===== src/rtl/l1v_onbellek_pkg.sv =====
// Shared widths, FSM state type and byte-merge helper for the l1v data cache.
// Imported by l1v_etiket_dizisi and l1v_onbellek.
package l1v_onbellek_pkg;

  localparam int ADRES_BIT = 32;
  localparam int VERI_BIT  = 32;
  localparam int VERI_BYTE = VERI_BIT / 8;

  typedef enum logic [1:0] {
    BOSTA     = 2'd0,
    YANIT     = 2'd1,
    BEL_ISTEK = 2'd2,
    BEL_BEKLE = 2'd3
  } durum_t;

  function automatic logic [VERI_BIT-1:0] bayt_birlestir(
    input logic [VERI_BIT-1:0]  eski,
    input logic [VERI_BIT-1:0]  yeni,
    input logic [VERI_BYTE-1:0] maske
  );
    logic [VERI_BIT-1:0] r;
    r = eski;
    for (int b = 0; b < VERI_BYTE; b++) begin
      if (maske[b]) r[8*b +: 8] = yeni[8*b +: 8];
    end
    return r;
  endfunction

endpackage


===== src/rtl/l1v_etiket_dizisi.sv =====
// Valid/tag/data flop arrays: combinational lookup, synchronous fill,
// masked byte write at the lookup index, invalidate-all on rst_i.
// Ports: clk_i, rst_i, lookup (indeks/etiket -> isabet/oku_veri),
// yaz_* masked write, dolum_* line fill.
module l1v_etiket_dizisi
  import l1v_onbellek_pkg::*;
#(
  parameter int SATIR_SAYISI = 64,
  localparam int IB = $clog2(SATIR_SAYISI),
  localparam int EB = ADRES_BIT - 2 - IB
) (
  input  logic                 clk_i,
  input  logic                 rst_i,
  input  logic [IB-1:0]        indeks,
  input  logic [EB-1:0]        etiket,
  output logic                 isabet,
  output logic [VERI_BIT-1:0]  oku_veri,
  input  logic                 yaz_en,
  input  logic [VERI_BIT-1:0]  yaz_veri,
  input  logic [VERI_BYTE-1:0] yaz_maske,
  input  logic                 dolum_en,
  input  logic [IB-1:0]        dolum_indeks,
  input  logic [EB-1:0]        dolum_etiket,
  input  logic [VERI_BIT-1:0]  dolum_veri
);

  logic [SATIR_SAYISI-1:0] gecerli;
  logic [EB-1:0]           etiketler [SATIR_SAYISI];
  logic [VERI_BIT-1:0]     veriler   [SATIR_SAYISI];

  assign isabet   = gecerli[indeks] &&
                    (etiketler[indeks] == etiket);
  assign oku_veri = veriler[indeks];

  always_ff @(posedge clk_i) begin
    if (rst_i) begin
      gecerli <= '0;
    end else if (dolum_en) begin
      gecerli[dolum_indeks] <= 1'b1;
    end
  end

  // Fill and store-hit write never occur in the same cycle
  // (different FSM states); fill is given priority anyway.
  always_ff @(posedge clk_i) begin
    if (dolum_en) begin
      etiketler[dolum_indeks] <= dolum_etiket;
      veriler[dolum_indeks]   <= dolum_veri;
    end else if (yaz_en) begin
      veriler[indeks] <= bayt_birlestir(
        veriler[indeks], yaz_veri, yaz_maske);
    end
  end

endmodule


===== src/rtl/l1v_onbellek.sv =====
// Direct-mapped write-through no-write-allocate L1 data cache.
// Ports: l1v_istek_*/l1v_veri_* core side, bel_* memory side;
// `L1V_SAYAC_EN adds isabet_sayisi_o / iska_sayisi_o load counters.
module l1v_onbellek
  import l1v_onbellek_pkg::*;
#(
  parameter int SATIR_SAYISI = 64
) (
  input  logic                 clk_i,
  input  logic                 rst_i,
  input  logic [ADRES_BIT-1:0] l1v_istek_adres_i,
  input  logic                 l1v_istek_gecerli_i,
  input  logic                 l1v_istek_onbellekleme_i,
  input  logic                 l1v_istek_yaz_i,
  input  logic [VERI_BIT-1:0]  l1v_istek_veri_i,
  input  logic [VERI_BYTE-1:0] l1v_istek_maske_i,
  output logic                 l1v_istek_hazir_o,
  output logic [VERI_BIT-1:0]  l1v_veri_o,
  output logic                 l1v_veri_gecerli_o,
  input  logic                 l1v_veri_hazir_i,
  output logic [ADRES_BIT-1:0] bel_istek_adres_o,
  output logic                 bel_istek_gecerli_o,
  output logic                 bel_istek_yaz_o,
  output logic [VERI_BIT-1:0]  bel_istek_veri_o,
  output logic [VERI_BYTE-1:0] bel_istek_maske_o,
  input  logic                 bel_istek_hazir_i,
  input  logic [VERI_BIT-1:0]  bel_veri_i,
  input  logic                 bel_veri_gecerli_i,
  output logic                 bel_veri_hazir_o
`ifdef L1V_SAYAC_EN
  ,
  output logic [31:0]          isabet_sayisi_o,
  output logic [31:0]          iska_sayisi_o
`endif
);

  localparam int IB = $clog2(SATIR_SAYISI);
  localparam int EB = ADRES_BIT - 2 - IB;

  durum_t durum_q, durum_d;

  logic [ADRES_BIT-1:2] adres_q;
  logic                 yaz_q;
  logic                 onb_q;
  logic [VERI_BIT-1:0]  veri_q;
  logic [VERI_BYTE-1:0] maske_q;
  logic [VERI_BIT-1:0]  yanit_q;

  logic                isabet;
  logic [VERI_BIT-1:0] dizi_veri;
  logic                kabul;
  logic                okuma_isabet;
  logic                yazma_isabet;
  logic                dolum;
  logic                bayt_unused;

  // Byte offset plays no part in a word-per-line cache.
  assign bayt_unused = ^l1v_istek_adres_i[1:0];

  assign kabul = l1v_istek_gecerli_i &&
                 (durum_q == BOSTA) && !rst_i;

  assign okuma_isabet = kabul && !l1v_istek_yaz_i &&
                        l1v_istek_onbellekleme_i && isabet;

  assign yazma_isabet = kabul && l1v_istek_yaz_i &&
                        l1v_istek_onbellekleme_i && isabet;

  assign dolum = (durum_q == BEL_BEKLE) &&
                 bel_veri_gecerli_i && onb_q && !rst_i;

  l1v_etiket_dizisi #(
    .SATIR_SAYISI(SATIR_SAYISI)
  ) u_dizi (
    .clk_i        (clk_i),
    .rst_i        (rst_i),
    .indeks       (l1v_istek_adres_i[2 +: IB]),
    .etiket       (l1v_istek_adres_i[ADRES_BIT-1 -: EB]),
    .isabet       (isabet),
    .oku_veri     (dizi_veri),
    .yaz_en       (yazma_isabet),
    .yaz_veri     (l1v_istek_veri_i),
    .yaz_maske    (l1v_istek_maske_i),
    .dolum_en     (dolum),
    .dolum_indeks (adres_q[2 +: IB]),
    .dolum_etiket (adres_q[ADRES_BIT-1 -: EB]),
    .dolum_veri   (bel_veri_i)
  );

  always_ff @(posedge clk_i) begin
    if (rst_i) durum_q <= BOSTA;
    else       durum_q <= durum_d;
  end

  always_comb begin
    durum_d             = durum_q;
    l1v_istek_hazir_o   = 1'b0;
    l1v_veri_gecerli_o  = 1'b0;
    bel_istek_gecerli_o = 1'b0;
    bel_veri_hazir_o    = 1'b0;
    unique case (durum_q)
      BOSTA: begin
        l1v_istek_hazir_o = 1'b1;
        // Late memory responses land here and are dropped.
        bel_veri_hazir_o  = 1'b1;
        if (l1v_istek_gecerli_i) begin
          durum_d = okuma_isabet ? YANIT : BEL_ISTEK;
        end
      end
      BEL_ISTEK: begin
        bel_istek_gecerli_o = 1'b1;
        if (bel_istek_hazir_i) begin
          durum_d = yaz_q ? BOSTA : BEL_BEKLE;
        end
      end
      BEL_BEKLE: begin
        bel_veri_hazir_o = 1'b1;
        if (bel_veri_gecerli_i) durum_d = YANIT;
      end
      YANIT: begin
        l1v_veri_gecerli_o = 1'b1;
        if (l1v_veri_hazir_i) durum_d = BOSTA;
      end
      default: durum_d = BOSTA;
    endcase
  end

  always_ff @(posedge clk_i) begin
    if (rst_i) begin
      adres_q <= '0;
      yaz_q   <= 1'b0;
      onb_q   <= 1'b0;
      veri_q  <= '0;
      maske_q <= '0;
      yanit_q <= '0;
    end else begin
      if (kabul) begin
        adres_q <= l1v_istek_adres_i[ADRES_BIT-1:2];
        yaz_q   <= l1v_istek_yaz_i;
        onb_q   <= l1v_istek_onbellekleme_i;
        veri_q  <= l1v_istek_veri_i;
        maske_q <= l1v_istek_yaz_i ?
                   l1v_istek_maske_i : '1;
      end
      if (okuma_isabet) begin
        yanit_q <= dizi_veri;
      end else if ((durum_q == BEL_BEKLE) &&
                   bel_veri_gecerli_i) begin
        yanit_q <= bel_veri_i;
      end
    end
  end

  assign l1v_veri_o        = yanit_q;
  assign bel_istek_adres_o = {adres_q, 2'b00};
  assign bel_istek_yaz_o   = yaz_q;
  assign bel_istek_veri_o  = veri_q;
  assign bel_istek_maske_o = maske_q;

`ifdef L1V_SAYAC_EN
  always_ff @(posedge clk_i) begin
    if (rst_i) begin
      isabet_sayisi_o <= '0;
      iska_sayisi_o   <= '0;
    end else if (kabul && !l1v_istek_yaz_i &&
                 l1v_istek_onbellekleme_i) begin
      if (isabet) isabet_sayisi_o <= isabet_sayisi_o + 32'd1;
      else        iska_sayisi_o   <= iska_sayisi_o + 32'd1;
    end
  end
`else
`endif

endmodule


===== config.mk =====
export PLATFORM = sky130hd
export DESIGN_NAME = l1v_onbellek
export DESIGN_NICKNAME = d
export VERILOG_FILES = /design/src/rtl/l1v_onbellek_pkg.sv /design/src/rtl/l1v_etiket_dizisi.sv /design/src/rtl/l1v_onbellek.sv
export SDC_FILE = /design/constraint.sdc
export NUM_CORES = 2
export LEC_CHECK = 0
export CORE_MARGIN = 1
export CORE_UTILIZATION = 43
export CTS_BUF_LIST = sky130_fd_sc_hd__clkbuf_4 sky130_fd_sc_hd__clkbuf_8 sky130_fd_sc_hd__clkbuf_16
export DETAILED_ROUTE_END_ITERATION = 10
export GPL_TIMING_DRIVEN = 0
export SLEW_MARGIN = 20
export SYNTH_ARGS = -nofsm -noshare
export SYNTH_HDL_FRONTEND = slang
export SYNTH_SLANG_ARGS = --single-unit

===== constraint.sdc =====
create_clock -name clk_i -period 7 [get_ports clk_i]
set_clock_uncertainty 0.05 [all_clocks]
set_input_delay 0.7 -clock clk_i [delete_from_list [all_inputs] [get_ports clk_i]]
set_output_delay 0.7 -clock clk_i [all_outputs]
set_load 0.1 [all_outputs]

Word level (Yosys, flattened, before mapping)
Memory sizes are Yosys's and may differ from the RTL's. Index checks and enable logic that the tools add are counted.

Register bits after elaboration: 166. Latch bits: 0. Memory bits (writable): 3584. Bits in read-only memories: 0. Input bits: 108. Output and inout bits: 105. Memories: 2.

Memories: u_dizi.veriler (depth 64, width 32, rd ports 1, clocked after memory_dff 0, write ports 1, line l1v_etiket_dizisi.sv:29) `logic [VERI_BIT-1:0] veriler [SATIR_SAYISI];`; u_dizi.etiketler (depth 64, width 24, rd ports 1, clocked after memory_dff 0, write ports 1, line l1v_etiket_dizisi.sv:28) `logic [EB-1:0] etiketler [SATIR_SAYISI];`.

$add $sub $neg: 0. Multipliers: 0. Divide/modulo/power cells: 0. $lt $le $gt $ge: 3. Equal/unequal tests: 8. Shift-type cells: 0. Muxes and demuxes: 38. Bitwise operators: 1. Reductions and logical operators: 20.

Operators by type and width (number): two-way mux 32 bit (3); two-way mux 8 bit (12); bitwise OR 64 bit (1); OR reduction 32 bit (1); == test 24 bit (1); less-than comparator 6 x 7 -> 1 bit (second input constant) (2); logical AND 1 bit (13); two-way mux 1 bit (12); two-way mux 2 bit (6); inequality test 2 bit (second input constant) (4); case mux 2 bit (4 select lines) (1); binary-select mux 1 bit (select 6 bit) (1); demux 1 bit (select 6 bit) (1); >= comparator 6 x 1 -> 1 bit (second input constant) (1); two-way mux 6 bit (1); == test 2 bit (second input constant) (2); two-way mux 4 bit (1); AND reduction 4 bit (1); == test 2 x 1 -> 1 bit (second input constant) (1); logical NOT 1 bit (2); logical NOT 2 bit (1); nonzero test 2 bit (1); OR reduction 2 bit (1).

Depth between registers and ports, before layout
Depth in word-level cells: 11. Mapped depth: 19. Depth with buffers taken out: 11.

Cells and area by module
Synthesis repeated with hierarchy kept, for this count alone.

Cell total of the unflattened synthesis: 6639. Area, all modules: 144701.3 um^2.

Modules (own cells, without submodules): l1v_etiket_dizisi (instances 1, cells each 6162, area each 140477.2 um^2, seq. area each 108904.4 um^2); l1v_onbellek (instances 1, cells each 477, area each 4224.1 um^2, seq. area each 2042.0 um^2).

Least setup slack after synthesis
Ideal clock, no wire load.

Path kind: input to register. Start point: input port l1v_istek_adres_i[2]. End point: memory u_dizi.veriler[0][16], data pin. Library setup time: 548 ps. Data arrival time: 5609 ps. Path slack: 793 ps. Stages on the path: 15. Buffers on the path: 5. Cell sequence: buf_4 -> buf_4 -> buf_2 -> mux4_2 -> a211oi_1 -> a31oi_1 -> nor4_1 -> nor2_1 -> nor4_1 -> nand4b_1 -> nor4b_4 -> buf_4 -> buf_4 -> nor2_1 -> a21oi_1.

Word-level cells in the longest chain between the ends: 9. Elaborated cells between the ends (all ways): 15. Classes of those cells: eq/ne: 1; mux: 9; reduce/logical: 3; memory: 2.

RTL lines: start, declared (line l1v_onbellek.sv:11) `input logic [ADRES_BIT-1:0] l1v_istek_adres_i,`; memory (64 x 24 bit) or binary-select mux 1 bit (select 6 bit) (tied branches); == test 24 bit or two-way mux 1 bit (tied branches) (line l1v_etiket_dizisi.sv:32, l1v_etiket_dizisi.sv:31); logical AND 1 bit (line l1v_etiket_dizisi.sv:31) `assign isabet = gecerli[indeks] &&`; logical AND 1 bit (line l1v_onbellek.sv:67) `l1v_istek_onbellekleme_i && isabet;`; two-way mux 1 bit (line l1v_etiket_dizisi.sv:49) `end else if (yaz_en) begin`; two-way mux 1 bit (line l1v_etiket_dizisi.sv:46) `if (dolum_en) begin`; two-way mux 1 bit (implied by the code) (line l1v_etiket_dizisi.sv:50) `veriler[indeks] <= bayt_birlestir(`; OR reduction 32 bit (no source line); two-way mux 32 bit (no source line) *; end, declared (line l1v_etiket_dizisi.sv:29).

Every way passes the cells marked *; elsewhere a longest branch is shown, timed or not. The select of a mux whose other input is x is not followed.

Final worst setup path
Start point: input port l1v_istek_adres_i[3]. End point: memory u_dizi.veriler[15][7], data pin.

Same word-level chain as after synthesis.

==> run summary <==
================================================================================
Cell with the largest stage delay on the worst path ............... sky130_fd_sc_hd__clkbuf_2
RD Place Congestion ...............................................       0.9747
Worst EP arrival ..................................................      7.88 ns
Achievable frequency ..............................................   0.1366 GHz
Largest family of logic cells by synthesized area ................. multiplexers
Number of buffer and inverter stages on the critical path .........           11
Nature of the critical path startpoint ............................   input port
Number of rows created at floorplan ...............................          212
CTS tree ..........................................................        built
CTS clk-pin slew, worst paths .....................................      0.06 ns
Max-slew violations ...............................................            0
Number of cells on the worst reg-to-reg path ......................           14
Endpoint of the worst hold path ...................................  adres_q[19]
Cells after Synth .................................................         6940
Post-route DRC ....................................................            1
Share of synthesized area spent on multiplexers ...................       16.86%
Layout cell share with drive strength beyond 1 ....................       29.18%
Flop2flop setup slack .............................................      1.40 ns
Count leader, synth ............................................... sky130_fd_sc_hd__edfxtp_1
Clock net sink count ..............................................         3750
Layout net count ..................................................         7986
Global-route wire length before repair ............................     685.6 mm
Synth cell count leaders .......................................... sky130_fd_sc_hd__edfxtp_1 (3584), sky130_fd_sc_hd__mux4_2 (893), sky130_fd_sc_hd__mux2i_1 (402)
Critical Path RT ..................................................      7.56 ns
Post-Syn Area per Cell ............................................   20.92 um^2
Number of synthesized register bits ...............................         3750
Fraction of the mapped netlist area in compound gates .............       2.478%
Time the worst path needs with I/O delays and setup ...............     7.321 ns
Overall die area ..................................................  0.3400 mm^2
Via count .........................................................        81406
Static Leak .......................................................     56.09 nW
Launching point of the worst reg2reg path ......................... u_dizi.etiketler[6][1]
Synthesized-area fraction occupied by xor and xnor cells ..........     0.07842%
Total congestion overflow .........................................            0
Chain of cells forming the critical path .......................... clkdlybuf4s50_1 > buf_2 > buf_4 > buf_4 > buf_4 > buf_4 > buf_4 > clkbuf_2 > clkbuf_2 > mux4_2 > mux4_2 > nand2_1 > a21oi_1 > a21oi_1 > nor2_1 > a21oi_1 > a21oi_4 > buf_8 > buf_12
Post-synth EDFFs ..................................................         3584
Reg2reg end ....................................................... u_dizi.veriler[6][19]
Max Cap Viol ......................................................            0
Overall power .....................................................     49.61 mW
Vertical extent of the die ........................................     583.1 um
Smallest setup slack after layout .................................   -0.3206 ns
Routed wire per std cell ..........................................     40.71 um
Worst slack at placement ..........................................    -2.722 ns
Via count of the first global-routing pass ........................        79461
Area fraction of the dominant cell type after synthesis ...........       74.13%
Clock tree buffer depth ...........................................            4
FILL cells ........................................................        25891
Total of endpoints with negative setup slack in the final report ..          945
Class of the most critical setup path ............................. input port to flip-flop
Area fraction in and, or, nand and nor cells after synthesis ......       2.806%
Placeable core area ...............................................  0.3348 mm^2
Hpwl dp ...........................................................     359.1 mm
Hold-fix buffers, CTS .............................................            0
Fraction of the core area covered by cells at the end of the flow .       52.08%
Clock buffer count from CTS .......................................          377
Count of nets left with antenna violations after detail routing ...            0
Stage delay of the slowest cell on the critical path ..............      0.58 ns
Worst-Margin Slew .................................................     1.356 ns
Hold violation count in the final report ..........................            0
Total of buffers placed on input and output ports .................          201
Fraction of registers with async set or reset after synthesis .....           0%
Synthesis Warnings ................................................            0
Primary flip-flop cell chosen by synthesis mapping ................ sky130_fd_sc_hd__edfxtp_1
Areal power density over the cells ................................ 284.6 mW/mm^2
Total Wirelength ..................................................     516.3 mm
Floorplan die width ...............................................     583.1 um
Post-synth design cell area .......................................  0.1452 mm^2
IR Drop Worst-Case VDD ............................................    0.2856 mV
Maximum number of pins on one net before global-route repair ......           67
Area grow syn2layout ..............................................       20.08%
Sequential-to-total area share from yosys stat ....................       76.42%
Num ports .........................................................          213
Hold Path Origin .................................................. l1v_istek_adres_i[19]
Failing checks .................................................... DRC, setup timing
Capturing element type of the critical path .......................    flip-flop
Crit Path Max Fanout ..............................................           32
Post-synth top area cell .......................................... sky130_fd_sc_hd__edfxtp_1
Overall fraction of global-route tracks in use ....................       30.04%
Initial standard-cell utilization of the core .....................       43.37%
Top Family by Delay on Critical Path .............................. buffers and inverters
Adder-Cell Fraction of Synth Area .................................     0.03447%
Number of cells on the worst hold path ............................            3
Worst relative slew slack .........................................       9.591%
Via density per instance ..........................................        6.419
Status ............................................................ finished, violations left
Cell at the root of the clock tree ................................ sky130_fd_sc_hd__clkbuf_16
Worst hold path type .............................................. input port to flip-flop
Latest clock arrival within the worst-skew pair ...................      0.93 ns
Antenna violations before repair ..................................           28
Cell seen most often among critical-path stages ................... sky130_fd_sc_hd__buf_4
Period utilization ................................................       104.6%
Post-synth cell types .............................................           77
Top cells by area in the synthesized netlist ...................... sky130_fd_sc_hd__edfxtp_1 (74%), sky130_fd_sc_hd__mux4_2 (14%), sky130_fd_sc_hd__mux2i_1 (2.8%)
First-pass DRT Iterations .........................................           11
H-tree depth reported by CTS ......................................            5
Detailed Route Iter0 Violations ...................................        12908
================================================================================
[area by class of cell]
class                           instances  area (um^2)  area share (%)
Antenna cell                           23        57.56         0.03301
Buffer                                396         2019           1.158
Clock buffer                          480        10390           5.958
Clock inverter                        191         1632          0.9358
Inverter                               19        71.32         0.04091
Multi-Input combinational cell       2781        33880           19.43
Sequential cell                      3750       111000           63.68
Tap cell                             4494         5623           3.225
Timing Repair Buffer                  549         9657           5.539
[layout by cell type, fill, tap and decap left out, drive strengths merged, types with 28 or more instances in the layout]
| cell type | Yosys | routed |
|---|---|---|
| nand3 | 72 | 72 |
| clkinv | 1 | 153 |
| o22ai | 32 | 32 |
| mux2 | 31 | 31 |
| edfxtp | 3584 | 3584 |
| nand2 | 253 | 253 |
| a22oi | 164 | 164 |
| a21oi | 166 | 172 |
| mux2i | 402 | 402 |
| buf | 203 | 544 |
| a211oi | 54 | 54 |
| clkbuf | 194 | 683 |
| mux4 | 893 | 893 |
| clkdlybuf4s50 | 0 | 197 |
| dfxtp | 166 | 166 |
| nor3 | 31 | 31 |
| nor2b | 31 | 31 |
| nor2 | 361 | 361 |
| inv | 18 | 28 |
[worst max path at each step]
stage	start	to	slack, ns	cells after the start
global route	l1v_istek_adres_i[3]	u_dizi.veriler[1][2]	-0.01	16
CTS	l1v_istek_adres_i[4]	u_dizi.veriler[7][30]	0.009	19
detailed placement	l1v_istek_adres_i[7]	u_dizi.veriler[40][18]	-2.72	16
floorplan	l1v_istek_adres_i[2]	u_dizi.veriler[0][16]	0.79	15
global placement	l1v_istek_adres_i[7]	u_dizi.veriler[36][15]	-6.56	16
finish	l1v_istek_adres_i[3]	u_dizi.veriler[15][7]	-0.32	19
[worst min-delay path, stage by stage]
cell	delay, ns
sky130_fd_sc_hd__clkbuf_1	0.29
sky130_fd_sc_hd__nand2_1	0.16
sky130_fd_sc_hd__a21oi_1	0.06
[state kept, by name (all words and copies together) (netlist names), 2 cells and up]
name and cells:
durum_q 2, u_dizi.gecerli 64, u_dizi.veriler 2048, bel_istek_maske_o 4, bel_istek_veri_o 32, u_dizi.etiketler 1536
adres_q 30, l1v_veri_o 32
[report_power, final]
| group | internal [mW] | switching (mW) |
|---|---|---|
| registers | 25.0 | 0.410 |
| clock network | 11.4 | 8.54 |
| logic | 1.25 | 3.05 |
[kinds of logic (layout without fill, tap and decap cells)]
kind of cell / after synthesis / in the layout
buf+inv: 416 / 1635
other cells: 1 / 25
compound gates: 532 / 538
xor+xnor: 13 / 13
fa+ha+maj: 4 / 4
flops: 3750 / 3750
simple gates: 898 / 898
mux: 1326 / 1326
[per-stage QoR]
step	cell area [um^2]	hold slack [ns]	setup TNS [ns]	std cells
final	174300	0.2854	-77.01	12683
after global routing	174300	0.2987	-0.3062	12664
after CTS	174000	0.2175	0	12642
after detailed placement	161600	0.3982	-9442.29	11950
after global placement	152800	0.3973	-	11636
after floorplan	145200	0.3848	0	6941
[routing by layer]
| metal | wire [um] | global-route usage, % |
|---|---|---|
| met3 | 58570 | 7.475 |
| met5 | 109 | 0 |
| met1 | 178700 | 37.39 |
| met4 | 41260 | 19.71 |
| met2 | 237700 | 46.95 |
[what timing repair did]
item                                    4_1_cts  5_1_grt
gates cloned                                  2        4
gates resized for setup                      62       44
endpoints found under the setup margin     4130     2201
buffers inserted                             20       14
pin swaps                                    12        3
hold endpoints to repair                      0        0
No activity file was read; power rests on OpenSTA's default activity.
